**src/rtl/jk_bank_pkg.sv**
```systemverilog
// jk_bank_pkg: shared op codes, sequencer states and JK next-state helper
package jk_bank_pkg;
    localparam logic [1:0] JK_HOLD = 2'b00;
    localparam logic [1:0] JK_RST  = 2'b01;
    localparam logic [1:0] JK_SET  = 2'b10;
    localparam logic [1:0] JK_TGL  = 2'b11;

    typedef enum logic [1:0] {ST_IDLE, ST_APPLY, ST_RESP} state_t;

    function automatic logic jk_next(input logic q, input logic [1:0] op);
        return op == JK_TGL ? ~q : op == JK_SET ? 1'b1 : op == JK_RST ? 1'b0 : q;
    endfunction
endpackage

```
**src/rtl/jk_bank_cell.sv**
```systemverilog
// jk_bank_cell: single JK flip-flop with asynchronous active-low clear
module jk_bank_cell (
    input  logic clk,
    input  logic clr,
    input  logic J,
    input  logic K,
    output logic Q
);
    import jk_bank_pkg::*;

    always_ff @(posedge clk or negedge clr)
        if (!clr) Q <= 1'b0;
        else      Q <= jk_next(Q, {J, K});
endmodule

```
**src/rtl/jk_bank_arbiter.sv**
```systemverilog
// jk_bank_arbiter: round-robin arbitration of two JK commands onto a shared cell bank
module jk_bank_arbiter #(
    parameter int N_BITS = 8,
    parameter int IDX_W  = $clog2(N_BITS)
) (
    input  logic              clk,
    input  logic              clr,
    input  logic [1:0]        req_valid,
    input  logic [1:0]        req_op0,
    input  logic [1:0]        req_op1,
    input  logic [IDX_W-1:0]  req_idx0,
    input  logic [IDX_W-1:0]  req_idx1,
    output logic [1:0]        req_ready,
    output logic              rsp_valid,
    output logic              rsp_id,
    output logic              rsp_q,
    output logic              rsp_err,
    output logic [N_BITS-1:0] q_bank
);
    import jk_bank_pkg::*;

    state_t             state_q;
    logic               last_grant_q;
    logic               id_q;
    logic [1:0]         op_q;
    logic [IDX_W-1:0]   idx_q;
    logic               winner;
    logic               err;
    logic               cur;
    logic               apply;
    logic [N_BITS-1:0]  j_vec;
    logic [N_BITS-1:0]  k_vec;

    // on contention the requester that did not win last time goes first
    assign winner    = &req_valid ? ~last_grant_q : req_valid[1];
    assign req_ready = (state_q == ST_IDLE && |req_valid) ? {winner, ~winner} : 2'b00;

    assign err   = int'(idx_q) >= N_BITS;
    assign cur   = |(q_bank & (N_BITS'(1) << idx_q));
    assign apply = state_q == ST_APPLY && !err;
    assign j_vec = apply ? N_BITS'(op_q[1]) << idx_q : '0;
    assign k_vec = apply ? N_BITS'(op_q[0]) << idx_q : '0;

    for (genvar i = 0; i < N_BITS; i++) begin : g_cell
        jk_bank_cell u_cell (
            .clk (clk),
            .clr (clr),
            .J   (j_vec[i]),
            .K   (k_vec[i]),
            .Q   (q_bank[i])
        );
    end

    always_ff @(posedge clk or negedge clr)
        if (!clr) begin
            state_q      <= ST_IDLE;
            last_grant_q <= 1'b1;
            id_q         <= 1'b0;
            op_q         <= JK_HOLD;
            idx_q        <= '0;
            rsp_valid    <= 1'b0;
            rsp_id       <= 1'b0;
            rsp_q        <= 1'b0;
            rsp_err      <= 1'b0;
        end else begin
            case (state_q)
                ST_IDLE: if (|req_valid) begin
                    state_q      <= ST_APPLY;
                    last_grant_q <= winner;
                    id_q         <= winner;
                    op_q         <= winner ? req_op1 : req_op0;
                    idx_q        <= winner ? req_idx1 : req_idx0;
                end
                // response mirrors the value the addressed cell takes on this same edge
                ST_APPLY: begin
                    state_q   <= ST_RESP;
                    rsp_valid <= 1'b1;
                    rsp_id    <= id_q;
                    rsp_q     <= !err && jk_next(cur, op_q);
                    rsp_err   <= err;
                end
                default: begin
                    state_q   <= ST_IDLE;
                    rsp_valid <= 1'b0;
                end
            endcase
        end
endmodule

```
**config.mk**
```make
export PLATFORM = sky130hd
export DESIGN_NAME = jk_bank_arbiter
export DESIGN_NICKNAME = d
export VERILOG_FILES = /design/src/rtl/jk_bank_pkg.sv /design/src/rtl/jk_bank_cell.sv /design/src/rtl/jk_bank_arbiter.sv
export SDC_FILE = /design/constraint.sdc
export NUM_CORES = 1
export LEC_CHECK = 0
export CAP_MARGIN = 10
export CORE_AREA = 2 2 48 50
export DETAILED_ROUTE_END_ITERATION = 8
export DIE_AREA = 0 0 50 52
export PLACE_DENSITY_LB_ADDON = 0.25
export SYNTH_ARGS = -nofsm -noshare
export SYNTH_HDL_FRONTEND = slang
export SYNTH_SLANG_ARGS = --single-unit
```
**constraint.sdc**
```tcl
create_clock -name clk -period 2.68 [get_ports clk]
set_input_delay 0.67 -clock clk [delete_from_list [all_inputs] [get_ports clk]]
set_output_delay 0.67 -clock clk [all_outputs]
set_load 0.05 [all_outputs]
```
### Yosys cells after proc, flatten, opt, wreduce, memory -nomap -nowiden

Cells that the tools add are included.

* bitwise operators: 12
* shift operators: 3
* reductions and logical operators: 14
* equal/unequal tests: 29
* mux-type cells: 36

Operator list (count)
* 2-bit equality test (second input constant): 18
* 1-bit two-way mux: 28
* 3-bit nonzero test: 8
* 2-bit by 1-bit equality test with 1-bit output (second input constant): 10
* 8-bit two-way mux: 2
* 1-bit by 3-bit << shifter with 8-bit output: 2
* 1-bit NOT: 11
* 8-bit AND: 1
* 8-bit OR reduction: 1
* 1-bit by 3-bit << shifter with 8-bit output (first input constant): 1
* 2-bit two-way mux: 3
* 2-bit one-hot mux with 2 select lines: 1
* 2-bit AND reduction: 2
* 3-bit two-way mux: 1
* 2-bit logical NOT: 1
* 2-bit by 1-bit inequality test with 1-bit output (second input constant): 1
* 1-bit one-hot mux with 2 select lines: 1
* 2-bit OR reduction: 1
* 1-bit logical AND: 1

* register bits: 20
* output and inout port bits: 14

### Longest topological paths before layout

* word-level depth: 6
* gate-level depth with buffers: 5
* gate-level depth less buffers: 5

### Cells and area by module

Synthesis repeated with hierarchy kept, for this count alone.

* cell total of the unflattened synthesis: 97
* area, all modules: 938.4 sq um

Modules (own cells, without submodules)
* jk_bank_arbiter: sequential area each 301.5 sq um, cells an instance 73, area an instance 668.1 sq um, times used 1
* jk_bank_cell: sequential area each 25.0 sq um, cells an instance 3, area an instance 33.8 sq um, times used 8

### Worst setup path before layout

No wires, ideal clock.

* path kind: input to output
* start: in req_valid[0]
* end: out req_ready[0]
* arrival: 1.723 ns
* data required time: 2.010 ns
* cell stages on the path: 2
* path slack: 0.287 ns
* buffers on the path: 0
* path through: o21ai_2 -> a21oi_1

* cells in the longest elaborated chain, start to end: 4
* elaborated cells between the ends (all ways): 6
* those cells by class: 2 x mux; 1 x bitwise; 3 x reduce/logical

RTL lines
* start, declared: line jk_bank_arbiter.sv:8 `input logic [1:0] req_valid,`
* 2-bit AND reduction: line jk_bank_arbiter.sv:35 `assign winner = &req_valid ? ~last_grant_q : req_valid[1];`
* 1-bit two-way mux: line jk_bank_arbiter.sv:35
* 1-bit NOT: line jk_bank_arbiter.sv:36 `assign req_ready = (state_q == ST_IDLE && |req_valid) ? {winner, ~winner} : 2'b00;`
* 2-bit two-way mux *: line jk_bank_arbiter.sv:36
* end, declared: line jk_bank_arbiter.sv:13 `output logic [1:0] req_ready,`

Every way passes the cells marked *; elsewhere a longest branch is shown, timed or not.

### Worst setup path after layout

* start: in req_valid[1]
* end: out req_ready[0]

The elaborated chain is that of the path after synthesis.

==> results.md <==
- Status: complete, no violations
- Post-CTS Setup Bufs: 0
- Synth Cell Area: about 1000 µm²
- Setup_tns: 0 ns
- I/O Buffers: 26
- Critical Path Start Type: input port
- Synth Instances: 93
- Reg2reg setup slack: roughly 1.1 ns
- Max_cap viols: 0
- Dpl cells: about 140
- Post-layout instance count excluding filler cells: 140
- Min-delay worst type: register to register
- Share of cells above drive strength 1: 0.161
- Period utilization: 0.918
- RePlAce Congestion: between 0.8 and 0.9
- I/O Pins: 28
- Nature of the critical path endpoint: output port
- Critical path class: input port to output port
- Global-route wire length before repair: just over 3 mm
- Critical path arrival: 1.79 ns
- Core area: approximately 2100 µm²
- Layout fillers: 175
- Syn avg cell area: approximately 11 µm²
- Clock Skew: 0.00170 ns
- Yosys cell types: 33
- Clock slew at reported path FFs: 0.10 ns
- Hold buffers post-CTS: 0
- Detail Placement HPWL: 1.39 mm
- TritonCTS clock tree: yes
- Chip width: approximately 50 µm
- Slew headroom: 0.667
- Final wirelength: 1.84 mm
- Avg WL per Cell: approximately 13 µm
- Worst-Skew Late Latency: between 0.2 and 0.3 ns
- Register area share after synthesis: 0.504
- Syn_nets: ~110
- M1 GR Usage: 0.194
- Initial antenna violation count: 0
- Rows: 17
- Number of remaining DRC errors: 0
- Maximum clock rate: 0.406 GHz
- Global route total overflow: 0
- Maximum vdd drop: roughly 0.9 mV
- Diodes inserted: 0
- First-pass detailed-route iteration total: 4
- Initial Util: 0.472
- Worst-case clock buffer depth: 2
- RSZ-0062 raised after global routing: false
- Final ANT Viol Nets: 0
- Grt peak-use layer: met2
- Measured slew at the worst slew-check pin: approximately 0.5 ns
- Die height: between 50 and 60 µm
- CTS Root Cell: clkbuf_4
- Vias in the first global route: 718
- Fin nets: roughly 130
- H-tree depth: 1
- Final Hold Viols: 0
- Vias per inst: approximately 5.3
- GR Util met2: 0.279
- Die Area: 2600 µm²
- Met3 Use GR: 0.0316
- Largest net degree at the start of global routing: 21
- Total number of vias: around 740
- Fin. max-slew vios: 0
- Yosys reg bits: 20
- Yosys warnings: 0
- Most common cell after layout, fill and taps aside: clkdlybuf4s50_1
- Area growth syn-to-layout: 27.7%
- Critical Path RT: ~2 ns
- Min Tclk post-route: about 2.5 ns
- Num CTS Buffers: 3
- Clock Sinks: 20
- Most frequent cells in the layout: 24 x clkdlybuf4s50_1, 19 x dfrtp_1, 7 x nand2_1
- P_leak: between 0.5 and 0.6 nW
- DR iter-0 viols: 8
- Final setup violation count: 0
- PD cells: around 1400 nW/µm²
- GRT Util Overall: 0.163
- CP max FO: 9
- Post-cts resize count: 0
-- critical path, stage by stage --
cell	delay (ns)
clkdlybuf4s50_1	0.52
o21ai_2	0.13
a21oi_1	0.29
buf_12	0.18
-- cells by family (layout without fill, tap and decap cells) --
kind of cell | Yosys count | in the layout | share of synthesized area
AOI/OAI and AO/OA | 24 | 24 | 0.179
and+or+nand+nor | 29 | 29 | 0.155
DFF | 20 | 20 | 0.504
other | 1 | 1 | 0.00377
muxes | 3 | 3 | 0.0553
buffers and inverters | 16 | 35 | 0.103
-- worst paths after layout --
check                        startpoint            endpoint  cells past startpoint
setup / recovery           req_valid[1]        req_ready[0]                      4
hold / removal               state_q[1]           rsp_valid                      1
setup reg to reg               idx_q[0]               rsp_q                      4
hold reg to reg              state_q[1]           rsp_valid                      1
max in group asynchronous           clr        last_grant_q                      2
min in group asynchronous           clr  g_cell[4].u_cell.Q                      2
-- cell usage after synthesis, drive strengths merged --
cell,count,area [µm²]
dfrtp,19,475
buf,10,78.8
nand2,7,26.3
a221o,5,51.3
a31oi,5,31.3
and2,5,33.8
a21oi,4,20.0
nand3,4,20.0
nor2,4,15.0
o21ai,4,23.8
clkbuf,3,12.5
inv,3,11.3
a21o,2,17.5
a41oi,2,17.5
mux4,2,45.0
nand2b,2,12.5
nor3b,2,15.0
a22o,1,8.76
and3,1,7.51
conb,1,3.75
dfstp,1,26.3
mux2i,1,10.0
nand4,1,6.26
nor2b,1,6.26
nor3,1,5.00
o31ai,1,7.51
or3,1,6.26
-- layout make-up --
class                   count  area, µm²  share of cell area
flip-flops and latches     20        502               0.395
repair buffers             28        295               0.233
clock buffers               4       36.3              0.0286
multi-input cells          57        390               0.307
well taps                  28       35.0              0.0276
inverters                   3       11.3             0.00887
-- flip-flops by register name (all words and copies together), names as in the netlist --
signal	count
g_cell.u_cell.Q	8
last_grant_q	1
rsp_id	1
rsp_valid	1
op_q	2
state_q	2
rsp_q	1
id_q	1
idx_q	3
-- layer usage --
metal	routed length, µm	part of all wire	vias up
met5	0	0	-
met1	865	0.47	353
met2	881	0.48	21
met4	14	0.0076	0
met3	76	0.041	2
li1	-	-	368
-- per-stage QoR --
stage                     hold WS [ns]   util  instance area, µm²  setup slack (ns)  power [mW]
final                            0.448  0.603                1270             0.219        1.77
after global routing             0.468  0.603                1270             0.153        1.89
after CTS                        0.452  0.603                1270             0.222        1.79
after detailed placement         0.435  0.586                1230             0.236        1.61
after global placement           0.429  0.586                1230             0.231        1.59
after floorplan                  0.374      -                 995             0.287        1.38
-- where the power goes --
| group | internal (mW) | total (mW) | switching (mW) |
|---|---|---|---|
| logic | 0.408 | 0.977 | 0.569 |
| clock network | 0.0827 | 0.168 | 0.0853 |
| registers | 0.455 | 0.628 | 0.173 |
| total | 0.945 | 1.77 | 0.827 |
No activity file was read; power rests on OpenSTA's default activity.
